<file path="src/rtl/digtal_buf_arbiter_if.sv">
// Signal bundle between the buffer arbiter, its two receivers, the frame RAM
// and the downstream reader. rd_state exposes the read FSM for observation.
interface digtal_buf_arbiter_if;
  // Handshakes: RD_x rising edge = Rx_Data_x valid (no ready, lost if not
  // absorbed); Byte_Req is taken only when rd_state is IDLE and CS is low,
  // and answers with a one-cycle Out_Valid three cycles later (no backpressure).
  logic       RD_A;
  logic       RD_B;
  logic [7:0] Rx_Data_A;
  logic [7:0] Rx_Data_B;
  logic       CS;
  logic       Byte_Req;
  logic [7:0] RAM_Data_In;
  logic [7:0] RAM_WRADD;
  logic       RAM_WREN;
  logic [7:0] RAM_RDADD;
  logic       RAM_RDEN;
  logic [7:0] RAM_Q;
  logic [7:0] Out_Data;
  logic       Out_Valid;
  logic [8:0] Count;
  logic       Overflow;
  logic [1:0] rd_state;

  modport master (
    input  RD_A, RD_B, Rx_Data_A, Rx_Data_B, CS, Byte_Req, RAM_Q,
    output RAM_Data_In, RAM_WRADD, RAM_WREN, RAM_RDADD, RAM_RDEN,
    output Out_Data, Out_Valid, Count, Overflow, rd_state
  );

  modport slave (
    output RD_A, RD_B, Rx_Data_A, Rx_Data_B, CS, Byte_Req, RAM_Q,
    input  RAM_Data_In, RAM_WRADD, RAM_WREN, RAM_RDADD, RAM_RDEN,
    input  Out_Data, Out_Valid, Count, Overflow, rd_state
  );
endinterface

</file>
<file path="src/rtl/digtal_buf_arbiter.sv">
// Two-receiver write arbiter and framed read-out scheduler for a 256-byte
// dual-port circular buffer: sync header, then buffered bytes, then fill.
module digtal_buf_arbiter #(
  parameter int          SYNC_LEN  = 4,
  parameter logic [31:0] SYNC_WORD = 32'hEB9090EB,
  parameter logic [7:0]  FILL_BYTE = 8'h55
) (
  input logic                  CLOCK_Digtal,
  input logic                  RST_n,
  digtal_buf_arbiter_if.master bus
);
  typedef enum logic [1:0] {S_IDLE, S_FETCH, S_WAIT, S_PRESENT} rd_state_e;

  localparam logic [2:0] SYNC_LEN_W = 3'(SYNC_LEN);

  logic [1:0] rd_a_sync, rd_b_sync, cs_sync;
  logic       rd_a_prev, rd_b_prev;
  logic       edge_a, edge_b, cs_hi;

  logic [7:0] hold_a, hold_b;
  logic       pend_a, pend_b, prio_b, overflow;
  logic [7:0] wr_ptr, rd_ptr;
  logic [8:0] count;
  logic       grant_a, grant_b, full, wr_en, rd_en;

  rd_state_e  state_q, state_d;
  logic [2:0] idx;
  logic       from_ram, in_header, accept;
  logic [7:0] const_byte, sync_byte, out_data;
  logic       out_valid;

  // CS synchronizer resets high so the frame starts deselected.
  always_ff @(posedge CLOCK_Digtal or negedge RST_n) begin
    if (!RST_n) begin
      rd_a_sync <= 2'b00;
      rd_b_sync <= 2'b00;
      rd_a_prev <= 1'b0;
      rd_b_prev <= 1'b0;
      cs_sync   <= 2'b11;
    end else begin
      rd_a_sync <= {rd_a_sync[0], bus.RD_A};
      rd_b_sync <= {rd_b_sync[0], bus.RD_B};
      rd_a_prev <= rd_a_sync[1];
      rd_b_prev <= rd_b_sync[1];
      cs_sync   <= {cs_sync[0], bus.CS};
    end
  end

  assign edge_a = rd_a_sync[1] & ~rd_a_prev;
  assign edge_b = rd_b_sync[1] & ~rd_b_prev;
  assign cs_hi  = cs_sync[1];

  // prio_b only moves on contested cycles, so contested grants alternate.
  assign full    = (count == 9'd256);
  assign grant_a = pend_a & (~pend_b | ~prio_b);
  assign grant_b = pend_b & ~grant_a;
  assign wr_en   = (grant_a | grant_b) & ~full;

  always_ff @(posedge CLOCK_Digtal or negedge RST_n) begin
    if (!RST_n) begin
      hold_a   <= 8'h00;
      hold_b   <= 8'h00;
      pend_a   <= 1'b0;
      pend_b   <= 1'b0;
      prio_b   <= 1'b0;
      overflow <= 1'b0;
      wr_ptr   <= 8'h00;
      rd_ptr   <= 8'h00;
      count    <= 9'd0;
    end else begin
      if (edge_a) begin
        hold_a <= bus.Rx_Data_A;
        pend_a <= 1'b1;
      end else if (grant_a) begin
        pend_a <= 1'b0;
      end
      if (edge_b) begin
        hold_b <= bus.Rx_Data_B;
        pend_b <= 1'b1;
      end else if (grant_b) begin
        pend_b <= 1'b0;
      end
      if (pend_a & pend_b) prio_b <= grant_a;
      if ((edge_a & pend_a & ~grant_a) | (edge_b & pend_b & ~grant_b) |
          ((grant_a | grant_b) & full))
        overflow <= 1'b1;
      if (wr_en) wr_ptr <= wr_ptr + 8'd1;
      if (rd_en) rd_ptr <= rd_ptr + 8'd1;
      case ({wr_en, rd_en})
        2'b10:   count <= count + 9'd1;
        2'b01:   count <= count - 9'd1;
        default: count <= count;
      endcase
    end
  end

  // Header bytes come out MSB-first from the low SYNC_LEN bytes of SYNC_WORD.
  assign sync_byte = 8'(SYNC_WORD >> {SYNC_LEN_W - 3'd1 - idx, 3'b000});
  assign in_header = (idx < SYNC_LEN_W);
  assign accept    = bus.Byte_Req & ~cs_hi;

  always_comb begin
    state_d = state_q;
    rd_en   = 1'b0;
    case (state_q)
      S_IDLE:    if (accept) state_d = S_FETCH;
      S_FETCH: begin
        rd_en   = ~in_header & (count != 9'd0);
        state_d = S_WAIT;
      end
      S_WAIT:    state_d = S_PRESENT;
      S_PRESENT: state_d = S_IDLE;
      default:   state_d = S_IDLE;
    endcase
  end

  // Out_Data is loaded at the end of WAIT so it is visible during PRESENT.
  always_ff @(posedge CLOCK_Digtal or negedge RST_n) begin
    if (!RST_n) begin
      state_q    <= S_IDLE;
      idx        <= 3'd0;
      from_ram   <= 1'b0;
      const_byte <= 8'h00;
      out_data   <= 8'h00;
      out_valid  <= 1'b0;
    end else begin
      state_q <= state_d;
      if (state_q == S_FETCH) begin
        from_ram   <= rd_en;
        const_byte <= in_header ? sync_byte : FILL_BYTE;
      end
      out_valid <= (state_q == S_WAIT);
      if (state_q == S_WAIT) out_data <= from_ram ? bus.RAM_Q : const_byte;
      if (cs_hi)
        idx <= 3'd0;
      else if ((state_q == S_PRESENT) && in_header)
        idx <= idx + 3'd1;
    end
  end

  assign bus.RAM_Data_In = grant_b ? hold_b : hold_a;
  assign bus.RAM_WRADD   = wr_ptr;
  assign bus.RAM_WREN    = wr_en;
  assign bus.RAM_RDADD   = rd_ptr;
  assign bus.RAM_RDEN    = rd_en;
  assign bus.Out_Data    = out_data;
  assign bus.Out_Valid   = out_valid;
  assign bus.Count       = count;
  assign bus.Overflow    = overflow;
  assign bus.rd_state    = state_q;
endmodule

</file>
<file path="src/flat_wrapper.sv">
// flat-port wrapper written by rule: the top's interface ports become plain ports
module digtal_buf_arbiter_flat 
#(
  parameter int          SYNC_LEN  = 4,
  parameter logic [31:0] SYNC_WORD = 32'hEB9090EB,
  parameter logic [7:0]  FILL_BYTE = 8'h55
)
  (CLOCK_Digtal, RST_n, bus_RD_A, bus_RD_B, bus_Rx_Data_A, bus_Rx_Data_B, bus_CS, bus_Byte_Req, bus_RAM_Q, bus_RAM_Data_In, bus_RAM_WRADD, bus_RAM_WREN, bus_RAM_RDADD, bus_RAM_RDEN, bus_Out_Data, bus_Out_Valid, bus_Count, bus_Overflow, bus_rd_state);
  digtal_buf_arbiter_if bus_i ();
  input logic CLOCK_Digtal;
  input logic RST_n;
  input wire logic [$bits(bus_i.RD_A)-1:0] bus_RD_A;
  input wire logic [$bits(bus_i.RD_B)-1:0] bus_RD_B;
  input wire logic [$bits(bus_i.Rx_Data_A)-1:0] bus_Rx_Data_A;
  input wire logic [$bits(bus_i.Rx_Data_B)-1:0] bus_Rx_Data_B;
  input wire logic [$bits(bus_i.CS)-1:0] bus_CS;
  input wire logic [$bits(bus_i.Byte_Req)-1:0] bus_Byte_Req;
  input wire logic [$bits(bus_i.RAM_Q)-1:0] bus_RAM_Q;
  output wire logic [$bits(bus_i.RAM_Data_In)-1:0] bus_RAM_Data_In;
  output wire logic [$bits(bus_i.RAM_WRADD)-1:0] bus_RAM_WRADD;
  output wire logic [$bits(bus_i.RAM_WREN)-1:0] bus_RAM_WREN;
  output wire logic [$bits(bus_i.RAM_RDADD)-1:0] bus_RAM_RDADD;
  output wire logic [$bits(bus_i.RAM_RDEN)-1:0] bus_RAM_RDEN;
  output wire logic [$bits(bus_i.Out_Data)-1:0] bus_Out_Data;
  output wire logic [$bits(bus_i.Out_Valid)-1:0] bus_Out_Valid;
  output wire logic [$bits(bus_i.Count)-1:0] bus_Count;
  output wire logic [$bits(bus_i.Overflow)-1:0] bus_Overflow;
  output wire logic [$bits(bus_i.rd_state)-1:0] bus_rd_state;
  assign bus_i.RD_A = bus_RD_A;
  assign bus_i.RD_B = bus_RD_B;
  assign bus_i.Rx_Data_A = bus_Rx_Data_A;
  assign bus_i.Rx_Data_B = bus_Rx_Data_B;
  assign bus_i.CS = bus_CS;
  assign bus_i.Byte_Req = bus_Byte_Req;
  assign bus_i.RAM_Q = bus_RAM_Q;
  assign bus_RAM_Data_In = bus_i.RAM_Data_In;
  assign bus_RAM_WRADD = bus_i.RAM_WRADD;
  assign bus_RAM_WREN = bus_i.RAM_WREN;
  assign bus_RAM_RDADD = bus_i.RAM_RDADD;
  assign bus_RAM_RDEN = bus_i.RAM_RDEN;
  assign bus_Out_Data = bus_i.Out_Data;
  assign bus_Out_Valid = bus_i.Out_Valid;
  assign bus_Count = bus_i.Count;
  assign bus_Overflow = bus_i.Overflow;
  assign bus_rd_state = bus_i.rd_state;
  digtal_buf_arbiter #(.SYNC_LEN(SYNC_LEN), .SYNC_WORD(SYNC_WORD), .FILL_BYTE(FILL_BYTE)) u_core (.CLOCK_Digtal(CLOCK_Digtal), .RST_n(RST_n), .bus(bus_i));
endmodule
</file>
<file path="config.mk">
export PLATFORM = sky130hd
export DESIGN_NAME = digtal_buf_arbiter_flat
export DESIGN_NICKNAME = d
export VERILOG_FILES = /design/src/rtl/digtal_buf_arbiter_if.sv /design/src/rtl/digtal_buf_arbiter.sv /design/src/flat_wrapper.sv
export SDC_FILE = /design/constraint.sdc
export NUM_CORES = 1
export LEC_CHECK = 0
export BUFFER_PORTS_ARGS = -buffer_cell sky130_fd_sc_hd__buf_2
export CAP_MARGIN = 20
export CORE_AREA = 10 10 118 120
export CTS_CLUSTER_DIAMETER = 50
export CTS_CLUSTER_SIZE = 24
export DETAILED_ROUTE_END_ITERATION = 10
export DIE_AREA = 0 0 128 130
export GPL_ROUTABILITY_DRIVEN = 0
export PLACE_DENSITY = 0.5
export SLEW_MARGIN = 30
export SYNTH_ARGS = -nofsm -noshare
export SYNTH_HDL_FRONTEND = slang
export SYNTH_SLANG_ARGS = --single-unit
export TNS_END_PERCENT = 20
</file>
<file path="constraint.sdc">
create_clock -name CLOCK_Digtal -period 3.15 [get_ports CLOCK_Digtal]
set_clock_uncertainty 0.15 [all_clocks]
set_input_delay 0.63 -clock CLOCK_Digtal [delete_from_list [all_inputs] [get_ports CLOCK_Digtal]]
set_output_delay 0.63 -clock CLOCK_Digtal [all_outputs]
set_load 0.02 [all_outputs]
</file>
# Yosys cells after proc, flatten, opt, wreduce, memory -nomap -nowiden
# Index checks and enable logic that the tools add are counted.
# totals
reg_bits	76
elab_cells	81
output_inout_bits	47
inputBits	30
# op_classes
reduce_logical	7
n_bitwise	26
n_lt_le_gt_ge	1
n_addsub	6
mux	13
n_eq_ne	7
shift	1
# ops
operator	n
>> shifter 32 x 6 -> 8 bit, first input constant	1
2-to-1 mux 8 bit	3
one-hot mux 9 bit (2 select lines)	1
adder 8 x 1 -> 8 bit, second input constant	2
AND 1 bit	13
adder 9 x 1 -> 9 bit, second input constant	1
equality test 9 bit, second input constant	1
NOT 1 bit	9
nonzero test 9 bit	1
subtractor 9 x 1 -> 9 bit, second input constant	1
one-hot mux 2 bit (4 select lines)	1
nonzero test 2 bit	4
equality test 2 bit, second input constant	3
2-to-1 mux 3 bit	2
2-to-1 mux 1 bit	5
equality test 2 x 1 -> 1 bit, second input constant	2
OR 1 bit	4
adder 3 x 1 -> 3 bit, second input constant	1
less-than comparator 3 bit, second input constant	1
subtractor 2 x 3 -> 3 bit, first input constant	1
zero test 2 bit	1
2-to-1 mux 2 bit	1
inequality test 2 x 1 -> 1 bit, second input constant	1
logical AND 1 bit	1

# Depth between registers and ports, before layout
# Gate-level depths: netlist of run 1.
# logic_depth
depth_word	9
ltp_mapped	12
depth_no_buf	11

# Least setup slack after synthesis of run 1
# Ideal clock, no wire load.
# synth_path
path_kind	register -> register
startpoint	reg u_core.count[1] (netlist: u_core.bus.Count[1])
endpoint	reg u_core.count[8] (netlist: u_core.bus.Count[8])
period_less_slack_ns	3.400
arrival_ns	3.170
setup_ns	0.080
stages_incl_launch_ff	12
required_ns	2.920
path_slack_ns	-0.250
cell_sequence	dfrtp_1 -> nor4_4 -> nand2_2 -> o211ai_4 -> inv_2 -> ha_1 -> fa_1 -> a211o_1 -> o211ai_2 -> a211oi_2 -> or4_4 -> o211ai_2
# synth_between
elab_chain_cells	5
word_cells_on_any_way	12
# synth_lines
element	line	text
start: declaration	digtal_buf_arbiter.sv:23	logic [8:0] count;
start signal: assignment	digtal_buf_arbiter.sv:90	2'b10: count <= count + 9'd1;
start signal: assignment	digtal_buf_arbiter.sv:91	2'b01: count <= count - 9'd1;
start signal: assignment	digtal_buf_arbiter.sv:92	default: count <= count;
nonzero test 9 bit *	digtal_buf_arbiter.sv:108	rd_en = ~in_header & (count != 9'd0);
AND 1 bit *	digtal_buf_arbiter.sv:108	
2-to-1 mux 1 bit *	digtal_buf_arbiter.sv:105	case (state_q)
via bus_RAM_RDEN	flat_wrapper.sv:23	output wire logic [$bits(bus_i.RAM_RDEN)-1:0] bus_RAM_RDEN;
equality test 2 x 1 -> 1 bit or equality test 2 bit (tied branches)	digtal_buf_arbiter.sv:89	case ({wr_en, rd_en})
one-hot mux 9 bit (2 select lines) or nonzero test 2 bit (tied branches)	n/a	
# The timed path passes the listed nets; every way through them passes the cells marked *.
# A chain may end at the register's enable or synchronous reset.

# Worst setup path in the final report of run 1
# layout_path
startpoint	reg u_core.count[2] (netlist: u_core.bus.Count[2])
endpoint	reg u_core.count[8] (netlist: u_core.bus.Count[8])
# layout_between
elab_chain_cells	5
word_cells_on_any_way	12
# layout_lines
element
branches (longest 5 deep; another with subtractor 9 x 1 -> 9 bit)
# Several ways; the timed one is not identified.

==> flow_metrics.py, run 1 <==
metrics = {
    "route": {
        "viasPerCell": 4.54,
        "wire_per_inst_um": 14.3,
        "via_count": 2498,
        "wl_um": 7860,
        "firstDrtPassIters": 4,
        "drc": 0,
        "drt_iter0_drc": 90,
        "antenna_left": 0,
    },
    "logic_synthesis": {
        "synth-seq-cells": 73,
        "synthArstFlopShare": 1.00,
        "avgSynthCellArea_um2": 11.0,
        "synthCells": 311,
        "synth_nets": 358,
        "yosysSeqAreaShare": 0.533,
        "synth_top_area_cell": "dfrtp_1",
        "synth_area_leaders": "dfrtp_1 52%, mux2_2 6.2%, ha_1 5.8%, nand2_1 5.3%, a21oi_1 3.1%",
        "synthFlopType": "dfrtp_1",
        "syn_area_mm2": 0.00343,
        "synth-edff-count": 0,
        "ys_types": 47,
        "yosys_warnings": 0,
        "synth_top_area_frac": 0.518,
    },
    "pwr": {
        "p_int_uw": 2310,
        "pwr-share-seq": 0.384,
        "p_switching_uw": 1260,
        "pwr-share-clk": 0.290,
        "powerDensity_mw_per_mm2": 818,
        "cellLeakagePower_uw": 0.00209,
        "combPwrFrac": 0.325,
        "swShare": 0.354,
        "irDropWorstVdd_mv": 0.427,
    },
    "floorplanning": {
        "rows": 40,
        "initial_core_util": 0.293,
        "io_pins": 77,
        "die_h_um": 130,
        "coreArea_mm2": 0.0117,
        "die_area_mm2": 0.0166,
        "die_w_um": 128,
    },
    "global_routing": {
        "grt_max_degree": 49,
        "grt_pass1_wl_um": 12900,
        "grt_util_all_layers": 0.0978,
        "globalRouteOverflowTotal": 0,
        "antenna_found_initial": 0,
        "grt_pass1_vias": 2559,
    },
    "sta": {
        "period_share": 0.960,
        "relSlewSlack": 0.583,
        "clock.fmax_mhz": 331,
        "whs_ns": 0.167,
        "worst_slew_pin_slew_ns": 0.625,
        "setup_viol_count_final": 0,
        "min_period_ns": 3.02,
        "slew_viol_final": 0,
        "hold_viol": 0,
        "rsz0062_at_grt": "true",
    },
    "layout": {
        "diodes": 0,
        "synthToLayoutAreaGrowth_pct": 27.2,
        "regArea_mm2": 0.00183,
        "multiInputGateArea_mm2": 0.00153,
        "layout.cells.most_common": "buf_2",
        "nFillCells": 1212,
        "mostFrequentLayoutCells": "75 x buf_2, 67 x dfrtp_1, 48 x nand2_1, 21 x a21oi_1, 19 x mux2_2",
        "drive_gt1_frac": 0.357,
        "instances_no_fill": 550,
        "nets": 445,
    },
    "clock_network": {
        "h-tree-depth": 3,
        "cts_hold_buf": 0,
        "cts_tree": "yes",
        "clkTransAtPathRegs_ns": 0.06,
        "cts.sinks": 73,
        "clock_latency_ns": 0.33,
        "cts.root.buffer_cell": "clkbuf_16",
        "numCtsBuffers": 9,
        "clock_path_buffers": 2,
    },
    "place": {
        "hpwl_um": 5840,
        "dp.cells": 534,
        "portBuffers": 76,
    },
    "worst_setup_path": {
        "cp-end-kind": "flip-flop",
        "cp_slowest_cell": "or4_4",
        "start_kind": "flip-flop",
        "crit_type": "flip-flop to flip-flop",
        "crit_required_ns": 3.25,
        "crit_path_cell_trace": "nor4_4 > nand2_2 > o211ai_4 > inv_4 > ha_4 > ha_1 > a211o_1 > o211ai_2 > a211oi_2 > or4_4 > o211ai_2",
        "critical-path-max-stage-delay_ns": 0.49,
        "crit_family": "simple AND/OR/NAND/NOR gates",
        "cpMostUsedCell": "o211ai_2",
        "cp.buffers_inverters": 1,
        "crit_fanout": 14,
        "arrival_ns": 3.13,
    },
    "outcome": {
        "status": "complete, no violations",
    },
    "run": {
        "drv_cap": 0,
    },
    "hold_path": {
        "hold_path_class": "input port to async pin",
    },
}
synthesized netlist by cell type, drive strengths merged, types with 6 or more instances:
library cell,count
a21oi,22
clkbuf,8
dfrtp,71
ha,16
inv,14
mux2,19
nand2,49
nand4,6
nor2,18
o21ai,16
xnor2,12
xor2,10
through the flow:
stage / setup TNS [ns] / cell area, um^2 / setup slack, ns / util / power, uW
after CTS: 0 / 4360 / 0.0283 / 0.372 / 3640
final: 0 / 4360 / 0.126 / 0.373 / 3570
after global routing: -0.0235 / 4360 / -0.0235 / 0.373 / 3850
after global placement: 0 / 4050 / 0.102 / 0.346 / 2550
after detailed placement: 0 / 4050 / 0.0473 / 0.346 / 2580
after floorplan: -0.0146 / 3450 / -0.0146 / - / 2150
path summary, 6_finish.rpt:
path,from,to,cells after the start,slack (ns)
max,u_core.bus.Count[2],u_core.bus.Count[8],11,0.13
min,RST_n,u_core.bus.Count[3],1,0.17
max reg2reg,u_core.bus.Count[2],u_core.bus.Count[8],11,0.13
min reg2reg,u_core.rd_b_sync[0],u_core.rd_b_sync[1],0,0.20
max in group asynchronous,RST_n,u_core.cs_sync[1],2,1.91
min in group CLOCK_Digtal,u_core.rd_b_sync[0],u_core.rd_b_sync[1],0,0.20
state kept, by name, summed over array words and instances, names as in the netlist, 2 cells and up:
signal                cells
u_core.bus.Count          9
u_core.bus.Out_Data       8
u_core.bus.RAM_RDADD      8
u_core.bus.RAM_WRADD      8
u_core.bus.rd_state       2
u_core.const_byte         5
u_core.cs_sync            2
u_core.hold_a             8
u_core.hold_b             8
u_core.idx                3
u_core.rd_a_sync          2
u_core.rd_b_sync          2
timing repair:
action,4_1_cts,5_1_grt
endpoints found under the setup margin,0,1
buffers inserted,0,0
gates resized for setup,0,1
cell families after synthesis:
kind of cell    Yosys count  share of synthesized area
flops                    73                      0.533
compound gates           56                      0.109
simple gates             97                      0.138
xor+xnor                 22                     0.0562
buf+inv                  23                     0.0252
fa+ha+maj                17                     0.0642
mux                      23                     0.0740
final cells by class:
cell class,count,area share
Sequential cell,73,0.420
Clock inverter,4,0.0118
Timing Repair Buffer,85,0.103
Clock buffer,12,0.0588
Inverter,14,0.0126
Multi-Input combinational cell,215,0.351
Tap cell,147,0.0421
power groups by stage:
stage                     registers, uW  clock network [uW]  logic, uW
final                              1370                1040       1160
after global routing               1410                1130       1300
after CTS                          1370                1080       1190
after detailed placement           1390                   0       1190
after global placement             1380                   0       1180
after floorplan                    1540                   0        605
layer usage:
layer | GRT usage | wire length [um] | up-vias
li1 | - | - | 1252
met1 | 0.116 | 3730 | 1185
met2 | 0.150 | 3550 | 52
met3 | 0.0462 | 499 | 9
met4 | 0.0377 | 92 | 0
met5 | 0 | 0 | -
Note: power is estimated with default switching activity, not from simulation.
==> run 2, diff against run 1 <==
--- a/config.mk
+++ b/config.mk
@@ -5,15 +5,16 @@
 export SDC_FILE = /design/constraint.sdc
 export NUM_CORES = 1
 export LEC_CHECK = 0
+export ABC_AREA = 1
 export BUFFER_PORTS_ARGS = -buffer_cell sky130_fd_sc_hd__buf_2
 export CAP_MARGIN = 20
-export CORE_AREA = 10 10 118 120
+export CORE_AREA = 10 10 166 91
 export CTS_CLUSTER_DIAMETER = 50
 export CTS_CLUSTER_SIZE = 24
 export DETAILED_ROUTE_END_ITERATION = 10
-export DIE_AREA = 0 0 128 130
+export DIE_AREA = 0 0 176 101
 export GPL_ROUTABILITY_DRIVEN = 0
-export PLACE_DENSITY = 0.5
+export PLACE_DENSITY = 0.49
 export SLEW_MARGIN = 30
 export SYNTH_ARGS = -nofsm -noshare
 export SYNTH_HDL_FRONTEND = slang
==> flow_metrics.py, run 2 <==
metrics = {
    "outcome": {
        "status": "complete, no violations",
    },
    "layout": {
        "instances_no_fill": 656,
        "mostFrequentLayoutCells": "126 x nand2_1, 75 x buf_2, 71 x dfrtp_1, 40 x inv_1, 25 x nor2_1",
        "nets": 529,
        "drive_gt1_frac": 0.267,
        "layout.cells.most_common": "nand2_1",
        "nFillCells": 1296,
        "diodes": 0,
        "synthToLayoutAreaGrowth_pct": 23.9,
        "largest_reg_flops": 9,
    },
    "clock_network": {
        "clock_path_buffers": 2,
        "cts.root.buffer_cell": "clkbuf_16",
        "numCtsBuffers": 9,
        "cts_tree": "yes",
        "post_cts_resized": 0,
        "cts_hold_buf": 0,
        "cts.sinks": 73,
        "clkTransAtPathRegs_ns": 0.06,
        "cts_setup_buffers": 0,
        "h-tree-depth": 3,
        "clock_latency_ns": 0.33,
    },
    "place": {
        "portBuffers": 76,
        "hpwl_um": 6600,
        "dp.cells": 641,
    },
    "worst_setup_path": {
        "crit_fanout": 9,
        "crit_required_ns": 3.22,
        "r2r_start": "u_core.bus.rd_state[1]",
        "crit_type": "flip-flop to flip-flop",
        "arrival_ns": 2.90,
        "r2r_end": "u_core.bus.Count[8]",
        "endpoint": "u_core.bus.Count[8]",
        "rrSetupSlack_ns": 0.32,
        "r2r_cells": 13,
        "crit_start": "u_core.bus.rd_state[1]",
        "cp-end-kind": "flip-flop",
        "start_kind": "flip-flop",
    },
    "logic_synthesis": {
        "synth_top_area_cell": "dfrtp_1",
        "ys_types": 33,
        "synth-seq-cells": 73,
        "yosys_warnings": 0,
        "yosysSeqAreaShare": 0.511,
        "syn_area_mm2": 0.00358,
        "synth_nets": 444,
        "synthArstFlopShare": 1.00,
        "synth-edff-count": 0,
        "synth_top_area_frac": 0.496,
        "avgSynthCellArea_um2": 9.02,
        "synth_area_leaders": "dfrtp_1 50%, nand2_1 13%, ha_1 5.6%, mux2_2 5.0%, inv_1 4.2%",
        "synthCells": 397,
        "synthTopCellsByCount": "126 x nand2_1, 71 x dfrtp_1, 40 x inv_1",
        "synthFlopType": "dfrtp_1",
        "synth.most_common_cell": "nand2_1",
    },
    "sta": {
        "slew_viol_final": 0,
        "setup_viol_count_final": 0,
        "tns_ns": 0,
        "rsz0062_at_grt": "false",
        "relSlewSlack": 0.540,
        "worst_slew_pin_slew_ns": 0.690,
        "whs_ns": 0.170,
        "clock.fmax_mhz": 353,
        "period_share": 0.898,
        "min_period_ns": 2.83,
        "hold_viol": 0,
    },
    "hold_path": {
        "hold_path_class": "input port to async pin",
    },
    "floorplanning": {
        "coreArea_mm2": 0.0123,
        "die_w_um": 176,
        "rows": 29,
        "die_area_mm2": 0.0178,
        "initial_core_util": 0.292,
        "io_pins": 77,
        "die_h_um": 101,
    },
    "global_routing": {
        "grt_util_all_layers": 0.105,
        "antenna_found_initial": 0,
        "grt_pass1_vias": 2894,
        "globalRouteOverflowTotal": 0,
        "grt_max_degree": 74,
        "grt_pass1_wl_um": 14900,
    },
    "pwr": {
        "cellLeakagePower_uw": 0.00234,
        "powerDensity_mw_per_mm2": 760,
        "irDropWorstVdd_mv": 0.282,
        "power_uw": 3370,
    },
    "route": {
        "wl_um": 8900,
        "via_count": 2810,
        "viasPerCell": 4.28,
        "wire_per_inst_um": 13.6,
        "drt_iter0_drc": 157,
        "drc": 0,
        "firstDrtPassIters": 5,
        "antenna_left": 0,
    },
    "run": {
        "drv_cap": 0,
    },
}
[run 2: cell types whose count changed in the layout (fill, tap and decap cells not counted), moves of 5 or more]
cell | before | now
nand2_1 | 48 | 126
inv_1 | 13 | 40
buf_4 | 10 | 4
nand4_1 | 6 | 1
xor2_1 | 10 | 5
o21ai_0 | 14 | 19
nor2_1 | 18 | 25
a21oi_1 | 21 | 9
nand3_1 | 2 | 17
nand2_2 | 1 | 9
[run 2: cells by family after synthesis]
group                    share of synthesized area
AO/OA/AOI/OAI                               0.0629
XOR/XNOR                                    0.0367
adder cells (fa/ha/maj)                     0.0615
buffers and inverters                       0.0590
flip-flops                                   0.511
multiplexers                                0.0503
AND/OR/NAND/NOR                              0.219
[run 2: where the power goes]
| group | leakage [uW] | internal, uW | switching [uW] |
|---|---|---|---|
| logic | 0.00131 | 393 | 686 |
| clock network | 0.000134 | 571 | 395 |
| registers | 0.000896 | 1140 | 185 |
[run 2: area by class of cell]
type	instances	area [um^2]	share of cell area
Timing Repair Buffer	80	417	0.0939
Inverter	42	158	0.0355
Clock buffer	11	253	0.0569
Sequential cell	73	1830	0.412
Clock inverter	4	28.8	0.00648
Tap cell	170	213	0.0479
Multi-Input combinational cell	276	1540	0.347
[run 2: worst min path at each step]
| stage | start | endpoint | slack [ns] |
|---|---|---|---|
| 5_1_grt | u_core.rd_a_sync[0] | u_core.rd_a_sync[1] | 0.20 |
| 6_report | RST_n | u_core.bus.Out_Valid | 0.17 |
| 2_1_floorplan | RST_n | u_core.bus.Count[0] | 0.18 |
| 3_3_place_gp | u_core.rd_b_sync[0] | u_core.rd_b_sync[1] | 0.18 |
| 3_5_place_dp | u_core.rd_a_sync[0] | u_core.rd_a_sync[1] | 0.19 |
| 4_1_cts | u_core.rd_a_sync[0] | u_core.rd_a_sync[1] | 0.20 |
[run 2: per-layer routing]
layer  vias up  wire length, um  track usage
li1       1428                -            -
met1      1306             4730        0.145
met2        68             3450        0.143
met3         8              659       0.0512
met4         0               58       0.0227
met5         -                0            0
[run 2: worst max-delay path: stages (launching register included)]
cell	delay (ns)
dfrtp_1	0.41
inv_1	0.13
ha_1	0.19
nand2_1	0.07
inv_1	0.13
nand2_2	0.07
inv_1	0.08
ha_1	0.42
ha_1	0.35
or2_2	0.33
nand3_1	0.13
nand3_1	0.09
nand3_1	0.09
nand2_1	0.06
[run 2: metrics by stage]
stage | instance area [um^2] | worst slack (ns) | util
6_report | 4440 | 0.321 | 0.362
4_1_cts | 4440 | 0.347 | 0.362
3_5_place_dp | 4150 | 0.375 | 0.339
2_1_floorplan | 3580 | 0.274 | -
5_1_grt | 4440 | 0.101 | 0.362
3_3_place_gp | 4150 | 0.456 | 0.339
==> run 3, diff against run 2 <==
--- a/config.mk
+++ b/config.mk
@@ -15,6 +15,7 @@
 export DIE_AREA = 0 0 176 101
 export GPL_ROUTABILITY_DRIVEN = 0
 export PLACE_DENSITY = 0.49
+export REMOVE_ABC_BUFFERS = 1
 export SLEW_MARGIN = 30
 export SYNTH_ARGS = -nofsm -noshare
 export SYNTH_HDL_FRONTEND = slang
==> flow_metrics.py, run 3 (synthesis gave the netlist of run 2 again) <==
metrics = {
    "floorplanning": {
        "initial_core_util": 0.292,
        "rows": 29,
        "coreArea_mm2": 0.0123,
        "die_area_mm2": 0.0178,
        "die_w_um": 176,
        "die_h_um": 101,
        "io_pins": 77,
    },
    "route": {
        "firstDrtPassIters": 4,
        "antenna_left": 0,
        "wire_per_inst_um": 13.6,
        "drt_iter0_drc": 142,
        "wl_um": 8920,
        "via_count": 2811,
        "viasPerCell": 4.28,
        "drc": 0,
    },
    "worst_setup_path": {
        "crit_family": "adder cells",
        "cpMostUsedCell": "nand2_1",
        "r2r_end": "u_core.bus.Count[8]",
        "critical-path-max-stage-delay_ns": 0.42,
        "start_kind": "flip-flop",
        "rrSetupSlack_ns": 0.36,
        "arrival_ns": 2.85,
        "crit_type": "flip-flop to flip-flop",
        "r2r_cells": 15,
        "cp.buffers_inverters": 4,
        "crit_fanout": 9,
        "crit_path_cell_trace": "inv_1 > ha_1 > nand2_1 > inv_1 > nand2_2 > inv_1 > ha_1 > buf_4 > ha_1 > nand2_1 > nand2_1 > a21oi_1 > nand3_1 > nand3_1 > nand2_1",
        "cp-end-kind": "flip-flop",
        "r2r_start": "u_core.bus.rd_state[1]",
        "crit_required_ns": 3.21,
        "cp_slowest_cell": "dfrtp_1",
    },
    "clock_network": {
        "clkTransAtPathRegs_ns": 0.06,
        "cts_hold_buf": 0,
        "post_cts_resized": 0,
        "numCtsBuffers": 9,
        "cts.sinks": 73,
        "clock_path_buffers": 2,
        "h-tree-depth": 3,
        "cts_setup_buffers": 0,
        "cts_tree": "yes",
        "cts.root.buffer_cell": "clkbuf_16",
        "clock_latency_ns": 0.32,
    },
    "sta": {
        "relSlewSlack": 0.688,
        "slew_viol_final": 0,
        "min_period_ns": 2.79,
        "period_share": 0.885,
        "worst_slew_pin_slew_ns": 0.468,
        "rsz0062_at_grt": "false",
        "clock.fmax_mhz": 359,
        "setup_viol_count_final": 0,
        "tns_ns": 0,
        "hold_viol": 0,
    },
    "pwr": {
        "p_switching_uw": 1280,
        "irDropWorstVdd_mv": 0.281,
        "pwr-share-clk": 0.317,
        "cellLeakagePower_uw": 0.00237,
        "swShare": 0.363,
        "powerDensity_mw_per_mm2": 785,
        "pwr-share-seq": 0.378,
        "p_int_uw": 2250,
        "power_uw": 3530,
        "combPwrFrac": 0.304,
    },
    "hold_path": {
        "hold_path_class": "input port to async pin",
    },
    "layout": {
        "nets": 529,
        "drive_gt1_frac": 0.269,
        "layout.cells.most_common": "nand2_1",
        "final_cell_area_mm2": 0.00450,
        "diodes": 0,
        "synthToLayoutAreaGrowth_pct": 25.5,
        "mostFrequentLayoutCells": "126 x nand2_1, 75 x buf_2, 71 x dfrtp_1, 40 x inv_1, 25 x nor2_1",
        "largest_reg_flops": 9,
    },
    "outcome": {
        "status": "complete, no violations",
    },
    "global_routing": {
        "grt_pass1_vias": 2872,
        "grt_max_degree": 40,
        "grt_pass1_wl_um": 15000,
        "globalRouteOverflowTotal": 0,
        "antenna_found_initial": 0,
        "grt_util_all_layers": 0.104,
    },
    "place": {
        "place_area_mm2": 0.00417,
        "hpwl_um": 6900,
        "portBuffers": 76,
    },
    "run": {
        "drv_cap": 0,
    },
}
[run 3: per-stage QoR]
step	cells	hold slack [ns]	util	setup slack [ns]
floorplan	391	0.181	-	0.162
global placement	640	0.185	0.338	0.461
detailed placement	641	0.188	0.340	0.404
CTS	657	0.124	0.367	0.362
global route	657	0.137	0.367	0.0300
finish	657	0.111	0.367	0.363
[run 3: how the worst max path moves through the flow]
stage	to	start	slack (ns)	cells after the start
3_5_place_dp	u_core.bus.Count[8]	u_core.bus.rd_state[1]	0.40	15
3_3_place_gp	u_core.bus.Count[8]	u_core.bus.Count[1]	0.46	14
4_1_cts	u_core.bus.Count[8]	u_core.bus.rd_state[1]	0.36	15
2_1_floorplan	u_core.bus.Count[8]	u_core.bus.rd_state[1]	0.16	13
6_report	u_core.bus.Count[8]	u_core.bus.rd_state[1]	0.36	15
5_1_grt	u_core.bus.Count[7]	u_core.bus.rd_state[1]	0.03	15
[run 3: power groups by stage]
stage | registers (uW) | logic [uW] | clock network [uW]
3_5_place_dp | 1350 | 1090 | 0
4_1_cts | 1340 | 1100 | 1160
3_3_place_gp | 1340 | 1080 | 0
2_1_floorplan | 1470 | 574 | 0
5_1_grt | 1370 | 1240 | 1200
6_report | 1330 | 1070 | 1120
[run 3: area by class of cell]
class | count | area [um^2]
clock buffers | 10 | 239
clock inverters | 6 | 90.1
fillers | 1287 | 7770
inverters | 42 | 158
multi-input cells | 276 | 1540
flip-flops and latches | 73 | 1830
well taps | 170 | 213
repair buffers | 80 | 425
[run 3: metal layers]
metal,part of all wire,global-route usage,vias to the layer above
li1,-,-,1435
met1,0.55,0.147,1310
met2,0.38,0.145,64
met3,0.072,0.0441,2
met4,0.0021,0.0194,0
met5,0,0,-
